[src/rtl/debounce_defs.sv]
// debounce_defs
//   Shared definitions for the multi-channel debouncer.
//   Holds the per-channel FSM state encoding and the minimum allowed
//   synchroniser depth. The state codes are chosen so that bit 1 equals
//   the debounced level (LOW/QUAL_HIGH -> 0, HIGH/QUAL_LOW -> 1).
package debounce_defs;

  typedef enum logic [1:0] {
    DB_LOW       = 2'b00,
    DB_QUAL_HIGH = 2'b01,
    DB_QUAL_LOW  = 2'b10,
    DB_HIGH      = 2'b11
  } db_state_t;

  localparam int DB_MIN_SYNC_STAGES = 2;

endpackage

[src/rtl/debounce_channel.sv]
// debounce_channel
//   One debounced input: synchroniser, qualification FSM, debounce counter,
//   hold/repeat counter and registered pulse outputs.
//
// Ports
//   clk          in   system clock
//   reset_n      in   asynchronous active-low reset
//   pin          in   raw asynchronous input
//   level        out  debounced level
//   rise         out  1-cycle pulse when level goes 0->1
//   fall         out  1-cycle pulse when level goes 1->0
//   long_press   out  1-cycle pulse after HOLD_CYCLES in HIGH
//   repeat_pulse out  1-cycle pulse every REPEAT_CYCLES after long_press
module debounce_channel
  import debounce_defs::*;
#(
  parameter int SYNC_STAGES     = 2,
  parameter int DEBOUNCE_CYCLES = 1000000,
  parameter int CNT_WIDTH       = 20,
  parameter int HOLD_CYCLES     = 50000000,
  parameter int REPEAT_CYCLES   = 10000000,
  parameter int HOLD_WIDTH      = 27,
  parameter bit REPEAT_EN       = 1'b1
) (
  input  logic clk,
  input  logic reset_n,
  input  logic pin,
  output logic level,
  output logic rise,
  output logic fall,
  output logic long_press,
  output logic repeat_pulse
);

  // Counters stop at these values and are cleared; they never wrap.
  localparam logic [CNT_WIDTH-1:0]  DEB_LAST  = CNT_WIDTH'(DEBOUNCE_CYCLES - 1);
  localparam logic [HOLD_WIDTH-1:0] HOLD_LAST = HOLD_WIDTH'(HOLD_CYCLES - 1);
  localparam logic [HOLD_WIDTH-1:0] REP_LAST  = HOLD_WIDTH'(REPEAT_CYCLES - 1);

  logic [SYNC_STAGES-1:0] sync_reg;
  logic                   s;
  db_state_t              state_reg;
  logic [CNT_WIDTH-1:0]   deb_cnt_reg;
  logic [HOLD_WIDTH-1:0]  hold_cnt_reg;
  logic                   rpt_phase_reg;
  logic                   level_reg;
  logic                   rise_reg;
  logic                   fall_reg;
  logic                   long_reg;
  logic                   rpt_reg;

  always_ff @(posedge clk or negedge reset_n) begin
    if (!reset_n) begin
      sync_reg <= '0;
    end else begin
      sync_reg <= {sync_reg[SYNC_STAGES-2:0], pin};
    end
  end

  assign s = sync_reg[SYNC_STAGES-1];

  always_ff @(posedge clk or negedge reset_n) begin
    if (!reset_n) begin
      state_reg     <= DB_LOW;
      deb_cnt_reg   <= '0;
      hold_cnt_reg  <= '0;
      rpt_phase_reg <= 1'b0;
      level_reg     <= 1'b0;
      rise_reg      <= 1'b0;
      fall_reg      <= 1'b0;
      long_reg      <= 1'b0;
      rpt_reg       <= 1'b0;
    end else begin
      // Pulses are single-cycle unless a branch below re-asserts them.
      rise_reg <= 1'b0;
      fall_reg <= 1'b0;
      long_reg <= 1'b0;
      rpt_reg  <= 1'b0;

      case (state_reg)
        DB_LOW: begin
          deb_cnt_reg   <= '0;
          hold_cnt_reg  <= '0;
          rpt_phase_reg <= 1'b0;
          level_reg     <= 1'b0;
          if (s) state_reg <= DB_QUAL_HIGH;
        end

        DB_QUAL_HIGH: begin
          if (!s) begin
            // Glitch rejected: silently drop back.
            state_reg   <= DB_LOW;
            deb_cnt_reg <= '0;
          end else if (deb_cnt_reg == DEB_LAST) begin
            state_reg     <= DB_HIGH;
            deb_cnt_reg   <= '0;
            level_reg     <= 1'b1;
            rise_reg      <= 1'b1;
            hold_cnt_reg  <= '0;
            rpt_phase_reg <= 1'b0;
          end else begin
            deb_cnt_reg <= deb_cnt_reg + 1'b1;
          end
        end

        DB_HIGH: begin
          deb_cnt_reg <= '0;
          if (!s) state_reg <= DB_QUAL_LOW;
          // Hold timing counts every HIGH cycle, including the one that
          // leaves for QUAL_LOW; it stays frozen while in QUAL_LOW.
          if (!rpt_phase_reg) begin
            if (hold_cnt_reg == HOLD_LAST) begin
              long_reg      <= 1'b1;
              hold_cnt_reg  <= '0;
              rpt_phase_reg <= 1'b1;
            end else begin
              hold_cnt_reg <= hold_cnt_reg + 1'b1;
            end
          end else begin
            if (hold_cnt_reg == REP_LAST) begin
              rpt_reg      <= REPEAT_EN;
              hold_cnt_reg <= '0;
            end else begin
              hold_cnt_reg <= hold_cnt_reg + 1'b1;
            end
          end
        end

        DB_QUAL_LOW: begin
          if (s) begin
            state_reg   <= DB_HIGH;
            deb_cnt_reg <= '0;
          end else if (deb_cnt_reg == DEB_LAST) begin
            state_reg     <= DB_LOW;
            deb_cnt_reg   <= '0;
            level_reg     <= 1'b0;
            fall_reg      <= 1'b1;
            hold_cnt_reg  <= '0;
            rpt_phase_reg <= 1'b0;
          end else begin
            deb_cnt_reg <= deb_cnt_reg + 1'b1;
          end
        end

        default: begin
          state_reg     <= DB_LOW;
          deb_cnt_reg   <= '0;
          hold_cnt_reg  <= '0;
          rpt_phase_reg <= 1'b0;
          level_reg     <= 1'b0;
        end
      endcase
    end
  end

  assign level        = level_reg;
  assign rise         = rise_reg;
  assign fall         = fall_reg;
  assign long_press   = long_reg;
  assign repeat_pulse = rpt_reg;

endmodule

[src/rtl/multi_debouncer.sv]
// multi_debouncer
//   CHANNELS independent debounced inputs with level, edge, long-press and
//   auto-repeat outputs. Each bit of every vector belongs to one channel.
//
// Ports
//   clk          in   system clock
//   reset_n      in   asynchronous active-low reset
//   in           in   raw asynchronous pins
//   out          out  debounced levels
//   rise         out  1-cycle pulses on out 0->1
//   fall         out  1-cycle pulses on out 1->0
//   long_press   out  1-cycle pulses after HOLD_CYCLES held high
//   repeat_pulse out  1-cycle pulses every REPEAT_CYCLES after long_press
module multi_debouncer
  import debounce_defs::*;
#(
  parameter int CHANNELS        = 4,
  parameter int SYNC_STAGES     = 2,
  parameter int DEBOUNCE_CYCLES = 1000000,
  parameter int CNT_WIDTH       = 20,
  parameter int HOLD_CYCLES     = 50000000,
  parameter int REPEAT_CYCLES   = 10000000,
  parameter int HOLD_WIDTH      = 27,
  parameter bit REPEAT_EN       = 1'b1
) (
  input  logic                clk,
  input  logic                reset_n,
  input  logic [CHANNELS-1:0] in,
  output logic [CHANNELS-1:0] out,
  output logic [CHANNELS-1:0] rise,
  output logic [CHANNELS-1:0] fall,
  output logic [CHANNELS-1:0] long_press,
  output logic [CHANNELS-1:0] repeat_pulse
);

  // Elaboration-time parameter range checks.
  if (CHANNELS < 1) begin : g_bad_channels
    $error("multi_debouncer: CHANNELS must be >= 1");
  end
  if (SYNC_STAGES < DB_MIN_SYNC_STAGES) begin : g_bad_sync
    $error("multi_debouncer: SYNC_STAGES must be >= 2");
  end
  if (DEBOUNCE_CYCLES < 1 ||
      longint'(DEBOUNCE_CYCLES) > ((longint'(1) << CNT_WIDTH) - 1)) begin : g_bad_debounce
    $error("multi_debouncer: DEBOUNCE_CYCLES out of range for CNT_WIDTH");
  end
  if (HOLD_CYCLES < 1 || REPEAT_CYCLES < 1) begin : g_bad_hold
    $error("multi_debouncer: HOLD_CYCLES and REPEAT_CYCLES must be >= 1");
  end
  if (longint'(HOLD_CYCLES) > (longint'(1) << HOLD_WIDTH) ||
      longint'(REPEAT_CYCLES) > (longint'(1) << HOLD_WIDTH)) begin : g_bad_hold_width
    $error("multi_debouncer: HOLD_WIDTH too small for HOLD/REPEAT_CYCLES");
  end

  for (genvar gi = 0; gi < CHANNELS; gi++) begin : g_ch
    debounce_channel #(
      .SYNC_STAGES    (SYNC_STAGES),
      .DEBOUNCE_CYCLES(DEBOUNCE_CYCLES),
      .CNT_WIDTH      (CNT_WIDTH),
      .HOLD_CYCLES    (HOLD_CYCLES),
      .REPEAT_CYCLES  (REPEAT_CYCLES),
      .HOLD_WIDTH     (HOLD_WIDTH),
      .REPEAT_EN      (REPEAT_EN)
    ) u_ch (
      .clk         (clk),
      .reset_n     (reset_n),
      .pin         (in[gi]),
      .level       (out[gi]),
      .rise        (rise[gi]),
      .fall        (fall[gi]),
      .long_press  (long_press[gi]),
      .repeat_pulse(repeat_pulse[gi])
    );
  end

endmodule
[config.mk]
export PLATFORM = sky130hd
export DESIGN_NAME = multi_debouncer
export DESIGN_NICKNAME = d
export VERILOG_FILES = /design/src/rtl/debounce_defs.sv /design/src/rtl/debounce_channel.sv /design/src/rtl/multi_debouncer.sv
export SDC_FILE = /design/constraint.sdc
export NUM_CORES = 1
export LEC_CHECK = 0
export CAP_MARGIN = 10
export CELL_PAD_IN_SITES_DETAIL_PLACEMENT = 0
export CELL_PAD_IN_SITES_GLOBAL_PLACEMENT = 1
export CORE_MARGIN = 2
export CORE_UTILIZATION = 29
export DETAILED_ROUTE_END_ITERATION = 10
export GPL_TIMING_DRIVEN = 0
export PLACE_DENSITY_LB_ADDON = 0.1
export SYNTH_ARGS = -nofsm -noshare
export SYNTH_HDL_FRONTEND = slang
export SYNTH_SLANG_ARGS = --single-unit
[constraint.sdc]
create_clock -name clk -period 4.48 [get_ports clk]
set_input_delay 1.344 -clock clk [delete_from_list [all_inputs] [get_ports clk]]
set_output_delay 1.344 -clock clk [all_outputs]
set_load 0.005 [all_outputs]
==> flow_metrics.tcl <==
set metrics [dict create \
    firstDrtPassIters 5 \
    drive_above_1_share 0.0795 \
    r2r_end "g_ch[0].u_ch.hold_cnt_reg[20]" \
    n_antenna_cell 0 \
    postSynthAreaPerCell_um2 9.29 \
    drt-total-wl_um 29900 \
    cts_buffer_depth 3 \
    finalPower_mw 6.34 \
    ys_seq_area_frac 0.467 \
    nNetsFinal 1404 \
    row_count 75 \
    finalCoreUtilization 0.341 \
    ctsHtreeMaxLevel 1 \
    gr-total-overflow 0 \
    drv_slew 0 \
    cts-root-buf "clkbuf_16" \
    min_path_type "reg2reg" \
    area_growth_pct 16.7 \
    place.gp.congestion 0.759 \
    finalSetupViolations 0 \
    p_per_area_mw_per_mm2 445 \
    r2r_slack_ns 1.27 \
    required_ns 4.95 \
    layout_common_cells "dfrtp_1, nor2_1, nand2_1" \
    routed_via_density 4.99 \
    path_clk_slew_ns 0.06 \
    fin_crit_ns 3.21 \
    vias 9666 \
    dp_hpwl_um 20000 \
    drtAntennaViolNets 0 \
    synth.net_count 1344 \
    hold_buffers 0 \
    io_buffers 25 \
    synthArstFlopShare 1.00 \
    largest_reg_flops 108 \
    die_w_um 209 \
    dieArea_mm2 0.0438 \
    syn_inst 1314 \
    hold_viol 0 \
    maxCapViolations 0 \
    crit_type "reg2reg" \
    synth.distinct_cells 70 \
    synth_edf_count 0 \
    r2r_cells 8 \
    postCtsSetupBuffers 0 \
    wl_per_cell_um 15.5 \
    grt_max_degree 110 \
    hold_ws_ns 0.347 \
    period_share 0.716 \
    hold_depth 0 \
    ys.flop_type "dfrtp_1" \
    status "completed" \
    path_max_fanout 10 \
    r2r_start "g_ch[0].u_ch.deb_cnt_reg[0]" \
    start_util 0.292 \
    final.setup_skew_ns 0.0150 \
    crit_arrival_ns 3.68 \
    clkLatencyLatePin_ns 0.57 \
    peakVddDrop_mv 0.223 \
    cts.repair.resized 0 \
    yosysWarnings 0 \
    final_common_cell "dfrtp_1" \
    placed_cells 1881 \
    ys_ff_latch 228 \
    cp-startpoint "g_ch[0].u_ch.deb_cnt_reg[0]" \
    grt_first_pass_wirelength_um 51500 \
    numClockSinks 228 \
    tightestPinTransition_ns 0.976 \
    drt_iter0_drc 475 \
    min_to "g_ch[0].u_ch.sync_reg[1]" \
    ios 26 \
    synth_area_mm2 0.0122 \
    antenna_found_initial 0 \
    remaining_drc_errors 0 \
    core_region_area_mm2 0.0418 \
    startpoint_type "register" \
    worstHoldStart "g_ch[0].u_ch.sync_reg[0]" \
    cts_tree "built" \
    timing.fmax_ghz 0.312 \
    rsz0062_at_grt "false" \
    fp.dieH_um 209 \
    grt_pass1_vias 9860 \
    cts_inserted_buffers 30 \
    p_leak_nw 5.79 \
    worstSetupEndpointType "register" \
    grt_usage 0.141 \
    max_slew_margin 0.343 \
    final_cells 1936 \
]
[per-layer routing]
metal / vias up / GRT usage / part of all wire
li1: 4828 / - / -
met1: 4700 / 0.201 / 0.51
met4: 0 / 0.0347 / 0.021
met5: - / 0 / 0
met3: 37 / 0.0215 / 0.029
met2: 101 / 0.225 / 0.44
[cells by family (layout without fill, tap and decap cells)]
| kind of cell | Yosys count | after routing | share of synthesized area |
|---|---|---|---|
| and+or+nand+nor | 678 | 678 | 0.285 |
| DFF | 228 | 228 | 0.467 |
| AOI/OAI and AO/OA | 173 | 173 | 0.0984 |
| xor gates and xnor gates | 109 | 109 | 0.0782 |
| buffers and inverters | 91 | 174 | 0.0367 |
| adders and majority gates | 24 | 24 | 0.0246 |
| muxes | 11 | 11 | 0.00973 |
[critical path, cell delays in order (launching register included)]
cell and delay [ns]:
dfrtp_1 0.38, ha_1 0.22, nand2_1 0.12, nor3_4 0.34
nand4_2 0.30, a221oi_2 0.75, nand2_1 0.39, buf_2 0.34
o31ai_1 0.26
[synth_stat cells, types with 4 or more instances]
cell,n,area share
buf_4,21,0.013
o41ai_1,6,0.0043
xor2_1,50,0.036
nand4_1,60,0.031
nor4bb_1,8,0.0066
and2_1,11,0.0056
o22a_1,4,0.0029
mux2i_1,4,0.0033
o21ai_0,45,0.018
nand3_1,75,0.031
o2bb2ai_1,4,0.0029
mux2_2,7,0.0065
o22ai_1,5,0.0026
ha_1,24,0.025
or3_1,11,0.0056
a22o_1,16,0.011
o31ai_1,17,0.010
clkbuf_1,36,0.011
and3_1,38,0.019
a31oi_1,5,0.0026
nor2b_1,4,0.0020
o311ai_0,4,0.0029
a21o_1,4,0.0025
xnor2_1,59,0.042
nor4_1,16,0.0082
a21oi_1,28,0.011
and4_1,16,0.011
buf_2,4,0.0016
nor3_1,43,0.018
inv_1,27,0.0083
nand2_1,134,0.041
a2bb2oi_1,15,0.011
nor4b_1,17,0.012
or4_1,12,0.0074
dfrtp_1,228,0.47
nor2_1,200,0.061
nand2b_1,10,0.0051
[where the power goes]
part	leakage (nW)	switching, mW	internal, mW
Sequential	3.15	0.0747	2.15
Clock	0.516	0.965	1.56
Combinational	2.13	1.12	0.474
Total	5.79	2.16	4.18
[worst max path at each step]
stage          cells after the start                             to
2_1_floorplan                      8   g_ch[1].u_ch.hold_cnt_reg[3]
3_3_place_gp                       1  g_ch[0].u_ch.hold_cnt_reg[25]
3_5_place_dp                       8  g_ch[0].u_ch.hold_cnt_reg[20]
4_1_cts                            8  g_ch[0].u_ch.hold_cnt_reg[20]
5_1_grt                            8  g_ch[0].u_ch.hold_cnt_reg[20]
6_report                           8  g_ch[0].u_ch.hold_cnt_reg[20]
[stage by stage]
stage	instance area [um^2]	worst slack (ns)	setup TNS [ns]
after floorplan	12200	2.07	0
after global placement	13100	-8.91	-2025.40
after detailed placement	13200	1.17	0
after CTS	14200	1.17	0
after global routing	14200	0.974	0
final	14200	1.27	0
[layout make-up]
type | count | area [um^2]
buffer | 64 | 347
sequential | 228 | 5710
clock inverter | 14 | 153
tap | 539 | 674
fill | 4298 | 27500
multi-input combinational | 995 | 6060
clock buffer | 41 | 893
inverter | 27 | 101
timing repair buffer | 28 | 315
Power figures use the tool's default switching activity.
